### config.mk
export PLATFORM = sky130hd
export DESIGN_NAME = traffic_phase_seq
export DESIGN_NICKNAME = d
export VERILOG_FILES = /design/src/rtl/traffic_pkg.sv /design/src/rtl/traffic_phase_seq_timer.sv /design/src/rtl/traffic_phase_seq.sv
export SDC_FILE = /design/constraint.sdc
export NUM_CORES = 1
export LEC_CHECK = 0
export CORE_MARGIN = 3
export CORE_UTILIZATION = 52
export CTS_CLUSTER_DIAMETER = 30
export DETAILED_ROUTE_END_ITERATION = 7
export PLACE_DENSITY = 0.86
export SLEW_MARGIN = 25
export SYNTH_ARGS = -nofsm -noshare
export SYNTH_HDL_FRONTEND = slang
export SYNTH_SLANG_ARGS = --single-unit
### constraint.sdc
create_clock -name clk -period 2.29 [get_ports clk]
set_clock_uncertainty 0.05 [all_clocks]
set_input_delay 0.458 -clock clk [delete_from_list [all_inputs] [get_ports clk]]
set_output_delay 0.458 -clock clk [all_outputs]
set_load 0.05 [all_outputs]
### src/rtl/traffic_pkg.sv
// Shared phase encoding and timer width for the traffic phase sequencer.
package traffic_pkg;

   localparam int DUR_W = 8;

   typedef enum logic [2:0] {
      PH_NSG = 3'd0,
      PH_NSY = 3'd1,
      PH_AR1 = 3'd2,
      PH_EWG = 3'd3,
      PH_EWY = 3'd4,
      PH_AR2 = 3'd5,
      PH_PED = 3'd6,
      PH_EMG = 3'd7
   } phase_t;

endpackage

### src/rtl/traffic_phase_seq_timer.sv
// phase_timer: counts tick strobes within a phase and flags the expiring tick.
module phase_timer
   import traffic_pkg::*;
(
   input  logic             clk,
   input  logic             rst,
   input  logic             tick,
   input  logic             clr,
   input  logic [DUR_W-1:0] dur,
   output logic             tc
);

   logic [DUR_W-1:0] count_q, count_d;
   logic [DUR_W-1:0] last_cnt;

   // A zero duration is treated as one tick long.
   assign last_cnt = (dur == '0) ? '0 : dur - DUR_W'(1);
   assign tc       = tick && !clr && (count_q == last_cnt);

   always_comb begin
      count_d = count_q;
      if (clr || tc)
         count_d = '0;
      else if (tick)
         count_d = count_q + DUR_W'(1);
   end

   always_ff @(posedge clk) begin
      if (rst)
         count_q <= '0;
      else
         count_q <= count_d;
   end

endmodule

### src/rtl/traffic_phase_seq.sv
// Traffic light phase sequencer with emergency all-red override.
// Build option: define TRAFFIC_PED_EN to make the walk phase request-driven.
module traffic_phase_seq
   import traffic_pkg::*;
#(
   parameter int T_NSG = 20,
   parameter int T_YEL = 3,
   parameter int T_CLR = 1,
   parameter int T_EWG = 20,
   parameter int T_PED = 10
) (
   input  logic clk,
   input  logic rst,
   input  logic tick,
   input  logic ped_req,
   input  logic emerg,
   output logic S1,
   output logic S2,
   output logic S3,
   output logic phase_done,
   output logic ped_ack
);

   phase_t           phase_q, phase_d;
   logic             done_q, done_d;
   logic             tc;
   logic             tmr_clr;
   logic [DUR_W-1:0] dur_sel;
   logic             pend_q;

   always_comb begin
      dur_sel = DUR_W'(1);
      case (phase_q)
         PH_NSG:          dur_sel = DUR_W'(T_NSG);
         PH_NSY, PH_EWY:  dur_sel = DUR_W'(T_YEL);
         PH_AR1, PH_AR2:  dur_sel = DUR_W'(T_CLR);
         PH_EWG:          dur_sel = DUR_W'(T_EWG);
         PH_PED:          dur_sel = DUR_W'(T_PED);
         default:         dur_sel = DUR_W'(1);
      endcase
   end

   // Ticks are ignored and the count held at zero while in or entering emergency.
   assign tmr_clr = emerg || (phase_q == PH_EMG);

   phase_timer u_timer (
      .clk  (clk),
      .rst  (rst),
      .tick (tick),
      .clr  (tmr_clr),
      .dur  (dur_sel),
      .tc   (tc)
   );

   always_comb begin
      phase_d = phase_q;
      if (emerg)
         phase_d = PH_EMG;
      else if (phase_q == PH_EMG)
         phase_d = PH_AR1;
      else if (tc) begin
         case (phase_q)
            PH_NSG:  phase_d = PH_NSY;
            PH_NSY:  phase_d = PH_AR1;
            PH_AR1:  phase_d = PH_EWG;
            PH_EWG:  phase_d = PH_EWY;
            PH_EWY:  phase_d = PH_AR2;
            PH_AR2:  phase_d = pend_q ? PH_PED : PH_NSG;
            PH_PED:  phase_d = PH_NSG;
            default: phase_d = PH_AR1;
         endcase
      end
      done_d = (phase_d != phase_q);
   end

   always_ff @(posedge clk) begin
      if (rst) begin
         phase_q <= PH_AR1;
         done_q  <= 1'b0;
      end else begin
         phase_q <= phase_d;
         done_q  <= done_d;
      end
   end

`ifdef TRAFFIC_PED_EN
   logic pend_d;
   logic ack_q, ack_d;
   logic enter_ped;

   assign enter_ped = (phase_d == PH_PED) && (phase_q != PH_PED);

   // Entering the walk phase serves the request; that clear beats a same-cycle set.
   always_comb begin
      pend_d = enter_ped ? 1'b0 : (pend_q | ped_req);
      ack_d  = enter_ped;
   end

   always_ff @(posedge clk) begin
      if (rst) begin
         pend_q <= 1'b0;
         ack_q  <= 1'b0;
      end else begin
         pend_q <= pend_d;
         ack_q  <= ack_d;
      end
   end

   assign ped_ack = ack_q;
`else
   logic ped_req_unused;

   // Without the request feature the walk phase is part of every cycle.
   assign pend_q         = 1'b1;
   assign ped_req_unused = ped_req;
   assign ped_ack        = 1'b0;
`endif

   assign S1         = phase_q[0];
   assign S2         = phase_q[1];
   assign S3         = phase_q[2];
   assign phase_done = done_q;

endmodule

==> Flow_metrics.wiki, run 1 <==
{| class="wikitable"
! Metric !! Value
|-
| Most frequent standard cell in the layout excluding fill and tap cells || sky130_fd_sc_hd__dfxtp_1
|-
| Leakage power summed over all cells || 0.343 nW
|-
| Area leader, netlist || sky130_fd_sc_hd__dfxtp_1
|-
| Horizontal extent of the die || 44.2 µm
|-
| Layout filler cell count || 116
|-
| Count of vias placed by the detailed router || 659
|-
| Kind of launch point of the worst setup path || register
|-
| Distinct cells, synth || 38
|-
| Cell with the largest stage delay on the worst path || sky130_fd_sc_hd__clkdlybuf4s50_1
|-
| Endpoint type of the worst setup path || output port
|-
| Area of the multi-input gates || 449 µm²
|-
| Final cell count without fillers || 115
|-
| Syn_area_per_cell || 8.32 µm²
|-
| Clock latency reported for the late side of the worst-skew pair || 0.28 ns
|-
| Required time of the critical path || 1.78 ns
|-
| DP Cell Count || 111
|-
| Slew of the pin with the lowest slew margin || 0.531 ns
|-
| Buf/Inv on CP || 1
|-
| Initial antenna violation count || 0
|-
| Crit-path max cell delay || 0.87 ns
|-
| Complex-gate fraction of the synthesized area || 0.170
|-
| Global placer's final weighted congestion || 0.882
|-
| Top fanout value on the critical path || 12
|-
| Post-synthesis cell count || 91
|-
| Setup total negative slack || 0 ns
|-
| Full die area || 1950 µm²
|-
| Detailed placement HPWL || 1.06 mm
|-
| Highest-count cells in the layout ignoring fill and taps || 12 x sky130_fd_sc_hd__dfxtp_1, 11 x sky130_fd_sc_hd__nor2_1, 7 x sky130_fd_sc_hd__xor2_1, 7 x sky130_fd_sc_hd__nand2_1
|-
| Post-synthesis sequential area ratio || 0.317
|-
| EDFF count, synth || 0
|-
| First-pass DRT Iterations || 3
|-
| Share of flip-flops with an asynchronous set or reset after synthesis || 0
|-
| Min Clock Period, post-route || 2.19 ns
|-
| Number of buffers inserted for hold repair after clock tree synthesis || 0
|-
| Flops & latches, synth || 12
|-
| Top-level I/O count || 10
|-
| Share of the synthesized netlist area taken by xor and xnor gates || 0.0926
|-
| Data arrival, critical path || 1.69 ns
|-
| Hold violation count in the final report || 0
|-
| GRT overflow || 0
|-
| P&R area growth vs syn || 13.7%
|-
| Adder-cell share of the synthesized area || 0.0165
|-
| Max frequency || 0.456 GHz
|-
| Clock slew seen by the registers of the worst setup and hold paths || 0.08 ns
|-
| First DRT Iteration DRCs || 4
|-
| Final setup vio count || 0
|-
| RSZ-0062 raised after global routing || no
|-
| Total wire length after detailed routing || 1.53 mm
|-
| Dominant delay contributor by cell family on the critical path || buffers and inverters
|-
| Post-synth top area share || 0.317
|-
| Post-Route Utilization || 0.645
|-
| Synthesized netlist net count || 97
|-
| Number of global-route vias before repair || 639
|-
| Initial standard-cell utilization of the core || 0.568
|-
| Netlist area before placement || 757 µm²
|-
| Height of the chip || 44.2 µm
|-
| WL per Instance || 13.3 µm
|-
| First-pass GRT wire length || 2.58 mm
|-
| Clock sink count || 12
|-
| TritonCTS clock tree || built
|-
| Total power density per cell area || 597 nW/µm²
|-
| Worst setup slack after layout || 0.0957 ns
|-
| WS Path Type || register to output port
|-
| Cell chosen for the clock root || sky130_fd_sc_hd__clkbuf_4
|-
| Routed via count divided by cell count || 5.73
|-
| Maximum clock insertion buffer count || 2
|-
| Worst IR drop on VDD || 0.000362 V
|-
| Pin count of the biggest net entering global routing || 15
|-
| Share of layout cells above drive strength 1 || 0.140
|-
| Number of buffers inserted during clock tree synthesis || 3
|-
| Simple-gate share of the synthesized area || 0.296
|-
| Ordered list of cells on the worst path || clkdlybuf4s50_1
|-
| Number of buffer cells added on primary ports || 7
|-
| Total number of nets in the final design || 107
|-
| Core region area || 1330 µm²
|-
| Overall fraction of global-route tracks in use || 0.185
|-
| Maximum level of the CTS H-tree || 1
|-
| Total chip power || 0.514 mW
|-
| Number of warnings issued by yosys || 0
|-
| Top flip-flop cell by instance count after synthesis || sky130_fd_sc_hd__dfxtp_1
|-
| Combined flip-flop and latch cell area || 240 µm²
|-
| DRC viols || 0
|-
| Number of nets with antenna violations after routing || 0
|-
| Tightest Hold Check Type || register to register
|-
| Pre-CTS WS || 0.0961 ns
|-
| Post-synthesis mux area share || 0.0132
|-
| Crit share post-route || 0.958
|-
| Number of max-capacitance violations reported || 0
|-
| Status || complete, no violations
|-
| Number of placement rows || 13
|-
| Dominant combinational cell family by area after synthesis || simple AND/OR/NAND/NOR gates
|-
| Slew Viols, Final || 0
|-
| Antenna fix cells || 0
|-
| Worst-case headroom to the max-slew limit || 0.644
|-
| Top cells by area, synth || sky130_fd_sc_hd__dfxtp_1 32%, sky130_fd_sc_hd__xor2_1 8.1%, sky130_fd_sc_hd__nor2_1 5.5%
|}
repair_timing:
action	in CTS	in global routing
buffers inserted	0	0
gates resized for setup	0	2
endpoints found under the setup margin	0	2
path summary, 6_finish.rpt:
path	from	endpoint	slack, ns	cells after the start
hold / removal	u_timer.count_q[6]	u_timer.count_q[6]	0.50	2
setup reg to reg	phase_q[1]	phase_q[1]	0.31	5
hold reg to reg	u_timer.count_q[6]	u_timer.count_q[6]	0.50	2
setup / recovery	phase_q[2]	S3	0.1	1
per-stage QoR:
stage               area, µm²  hold WS (ns)
global placement          820         0.470
floorplan                 757         0.444
finish                    861         0.502
global route              861         0.548
detailed placement        820         0.472
CTS                       856         0.505
registers in the layout (all words and copies together) (netlist names):
name / cells
u_timer.count_q: 8
phase_q: 3
phase_done: 1
cell type report:
class,instances,share of cell area
Clock buffer,4,0.0422
Inverter,5,0.0218
Multi-Input combinational cell,69,0.522
Sequential cell,12,0.279
Tap cell,15,0.0218
Timing Repair Buffer,10,0.113
per-layer routing:
metal  vias to the layer above  track usage  share of wire
met4                         0        0.151          0.022
met2                         8        0.311           0.48
met3                         4       0.0244          0.027
li1                        340            -              -
met5                         -            0              0
met1                       307        0.206           0.47
synth_stat cells, types with 3 or more instances:
cell type                 count
sky130_fd_sc_hd__nor2_1      11
sky130_fd_sc_hd__o21ai_0      4
sky130_fd_sc_hd__nand2_1      7
sky130_fd_sc_hd__inv_1        5
sky130_fd_sc_hd__dfxtp_1     12
sky130_fd_sc_hd__xor2_1       7
sky130_fd_sc_hd__nor4b_1      3
sky130_fd_sc_hd__nand4_1      4
power breakdown:
group,internal (mW),total [mW],switching [mW]
clock,0.0968,0.170,0.0732
sequential,0.216,0.232,0.0162
combinational,0.0482,0.112,0.0639
total,0.360,0.514,0.153
logic make-up (layout without fill, tap and decap cells):
kind of cell,Yosys count,count (layout)
other,1,1
flip-flops,12,12
AO/OA/AOI/OAI,17,17
AND/OR/NAND/NOR,41,41
multiplexers,1,1
adder cells (fa/ha/maj),1,1
XOR/XNOR,8,8
buffers and inverters,10,19
Power figures use the tool's default switching activity.
==> inputs of run 2 (changes only) <==
--- a/config.mk
+++ b/config.mk
@@ -5,8 +5,10 @@
 export SDC_FILE = /design/constraint.sdc
 export NUM_CORES = 1
 export LEC_CHECK = 0
+export CELL_PAD_IN_SITES_DETAIL_PLACEMENT = 1
+export CELL_PAD_IN_SITES_GLOBAL_PLACEMENT = 2
 export CORE_MARGIN = 3
-export CORE_UTILIZATION = 52
+export CORE_UTILIZATION = 31
 export CTS_CLUSTER_DIAMETER = 30
 export DETAILED_ROUTE_END_ITERATION = 7
 export PLACE_DENSITY = 0.86
==> constraint.sdc (replaced) <==
create_clock -name clk -period 2.04 [get_ports clk]
set_clock_uncertainty 0.05 [all_clocks]
set_input_delay 0.408 -clock clk [delete_from_list [all_inputs] [get_ports clk]]
set_output_delay 0.408 -clock clk [all_outputs]
set_load 0.05 [all_outputs]
==> run 2 against run 1 <==
Compared with the run above: clock power fell by 20%; count of clock-buffer cells in the layout fell by 1; register-to-register slack got worse by 0.13 ns; wire length rose by 19%; non-clock buffer count rose by 6; global-route usage fell by 5.5 points; first-iteration DRC count rose by 75%; critical path depth rose by 6; worst setup slack improved by 0.064 ns; sequential cell count did not move; worst hold slack got worse by 0.014 ns; core utilization fell by 25 points; critical endpoint is now phase_q[0]; largest cell class unchanged.
==> Flow_metrics.wiki, run 2 (synthesis results as in run 1) <==
{| class="wikitable"
! Metric !! Value
|-
| Status || complete, no violations
|-
| Initial antenna violation count || 0
|-
| Final cell count without fillers || 133
|-
| Non-Filler Cell Area, Final || 898 µm²
|-
| Top-level I/O count || 10
|-
| Ordered list of cells on the worst path || clkdlybuf4s50_1 -> nor4b_1 -> o211a_1 -> o211ai_1 -> buf_4 -> o2111ai_1 -> o221ai_1
|-
| Biggest register || u_timer.count_q
|-
| Max frequency || 0.532 GHz
|-
| WS Path Type || input pin to register
|-
| Slew Viols, Final || 0
|-
| First-pass GRT wire length || 3.21 mm
|-
| Endpoint type of the worst setup path || register
|-
| Number of global-route vias before repair || 699
|-
| Routed via count divided by cell count || 5.11
|-
| Depth of the worst register-to-register path || 7
|-
| Total wire length after detailed routing || 1.81 mm
|-
| Flip-flop count of the largest register, all copies and words added || 8
|-
| Number of buffers inserted for hold repair after clock tree synthesis || 0
|-
| Number of max-capacitance violations reported || 0
|-
| First-pass DRT Iterations || 4
|-
| Cell with the largest stage delay on the worst path || sky130_fd_sc_hd__clkdlybuf4s50_1
|-
| Total power density per cell area || 598 nW/µm²
|-
| Final worst hold slack || 0.488 ns
|-
| Number of nets with antenna violations after routing || 0
|-
| Global placer's final weighted congestion || 0.702
|-
| Kind of launch point of the worst setup path || input pin
|-
| First DRT Iteration DRCs || 7
|-
| Standard cell area after detailed placement || 875 µm²
|-
| Most frequent standard cell in the layout excluding fill and tap cells || sky130_fd_sc_hd__buf_4
|-
| Cell chosen for the clock root || sky130_fd_sc_hd__clkbuf_4
|-
| Area of the multi-input gates || 449 µm²
|-
| Crit-path max cell delay || 0.48 ns
|-
| Clock sink count || 12
|-
| Number of buffers inserted during clock tree synthesis || 3
|-
| Required time of the critical path || 2.13 ns
|-
| Data arrival, critical path || 1.97 ns
|-
| P&R area growth vs syn || 18.7%
|-
| Hold violation count in the final report || 0
|-
| Post-Route Utilization || 0.398
|-
| DP Cell Count || 130
|-
| Initial standard-cell utilization of the core || 0.336
|-
| Highest-count cells in the layout ignoring fill and taps || 12 x sky130_fd_sc_hd__buf_4, 11 x sky130_fd_sc_hd__nor2_1, 10 x sky130_fd_sc_hd__dfxtp_1
|-
| RSZ-0062 raised after global routing || no
|-
| Worst IR drop on VDD || 0.000258 V
|-
| Combined flip-flop and latch cell area || 243 µm²
|-
| Min Clock Period, post-route || 1.88 ns
|-
| Final setup vio count || 0
|-
| Clock slew seen by the registers of the worst setup and hold paths || 0.07 ns
|-
| Pre-CTS WS || -0.141 ns
|-
| Worst Min Path Start || u_timer.count_q[7]
|-
| Detailed placement HPWL || 1.38 mm
|-
| Setup total negative slack || 0 ns
|-
| Pin count of the biggest net entering global routing || 12
|-
| Setup slack, reg-to-reg || 0.18 ns
|-
| Total chip power || 0.538 mW
|-
| Post_cts resized || 0
|-
| Maximum level of the CTS H-tree || 1
|-
| Total number of nets in the final design || 113
|-
| Share of layout cells above drive strength 1 || 0.229
|-
| DRC viols || 0
|-
| Worst setup slack after layout || 0.159 ns
|-
| Number of buffer cells added on primary ports || 7
|-
| WL per Instance || 13.6 µm
|-
| Height of the chip || 55.4 µm
|-
| Overall fraction of global-route tracks in use || 0.130
|-
| Horizontal extent of the die || 55.4 µm
|-
| Top fanout value on the critical path || 3
|-
| GRT overflow || 0
|-
| Hold EP || u_timer.count_q[7]
|-
| Count of vias placed by the detailed router || 679
|-
| Number of stages on the worst hold path || 2
|-
| Capture instance of the worst register-to-register path || u_timer.count_q[2]
|-
| Antenna fix cells || 0
|-
| Layout filler cell count || 303
|-
| Worst-case headroom to the max-slew limit || 0.585
|-
| Core region area || 2250 µm²
|-
| Buf/Inv on CP || 2
|-
| Total setup buffers inserted after CTS || 0
|-
| Slew of the pin with the lowest slew margin || 0.618 ns
|-
| Startpoint of the worst-slack reg-to-reg timing path || phase_q[0]
|-
| Leakage power summed over all cells || 0.356 nW
|-
| Number of placement rows || 17
|-
| Maximum clock insertion buffer count || 2
|-
| Clock latency reported for the late side of the worst-skew pair || 0.26 ns
|-
| TritonCTS clock tree || built
|-
| Tightest Hold Check Type || register to register
|-
| Full die area || 3070 µm²
|-
| Crit share post-route || 0.922
|-
| Dominant delay contributor by cell family on the critical path || buffers and inverters
|}
-- run 2: cell count changes in the layout (fill, tap and decap cells not counted) --
cell and change:
sky130_fd_sc_hd__clkbuf_8 -1, sky130_fd_sc_hd__dlymetal6s2s_1 -2, sky130_fd_sc_hd__dfxtp_2 +2, sky130_fd_sc_hd__clkdlybuf4s50_1 -1
sky130_fd_sc_hd__buf_4 +9, sky130_fd_sc_hd__dfxtp_1 -2
-- run 2: layout make-up --
type | instances | area share
Sequential cell | 12 | 0.270
Timing Repair Buffer | 16 | 0.145
Multi-Input combinational cell | 69 | 0.500
Tap cell | 28 | 0.0390
Clock buffer | 3 | 0.0251
Inverter | 5 | 0.0209
-- run 2: how the worst max path moves through the flow --
| stage | start | endpoint | slack, ns | cells after the start |
|---|---|---|---|---|
| after global placement | tick | phase_q[1] | -0.13 | 6 |
| after detailed placement | tick | phase_q[0] | -0.14 | 7 |
| final | tick | phase_q[0] | 0.16 | 7 |
| after floorplan | phase_q[2] | phase_q[1] | 0.05 | 6 |
| after CTS | phase_q[2] | phase_q[1] | 0.14 | 5 |
| after global routing | phase_q[0] | u_timer.count_q[2] | 0.007 | 7 |
-- run 2: where the power goes --
| group | total (mW) | switching [mW] | internal [mW] |
|---|---|---|---|
| sequential | 0.253 | 0.00984 | 0.243 |
| clock | 0.136 | 0.0683 | 0.0682 |
| combinational | 0.149 | 0.0871 | 0.0615 |
| total | 0.538 | 0.165 | 0.372 |
-- run 2: per-layer routing --
metal,vias up,share of wire,GRT usage
met5,-,0,0
met4,0,0.0050,0.0208
met3,2,0.040,0.0467
met2,13,0.47,0.211
met1,318,0.49,0.168
li1,346,-,-
-- run 2: tightest hold or removal path: cells and delay by family, from the launching register on --
kind | cells | cell delay [ns]
xor+xnor | 1 | 0.08
flops | 1 | 0.35
simple gates | 1 | 0.08
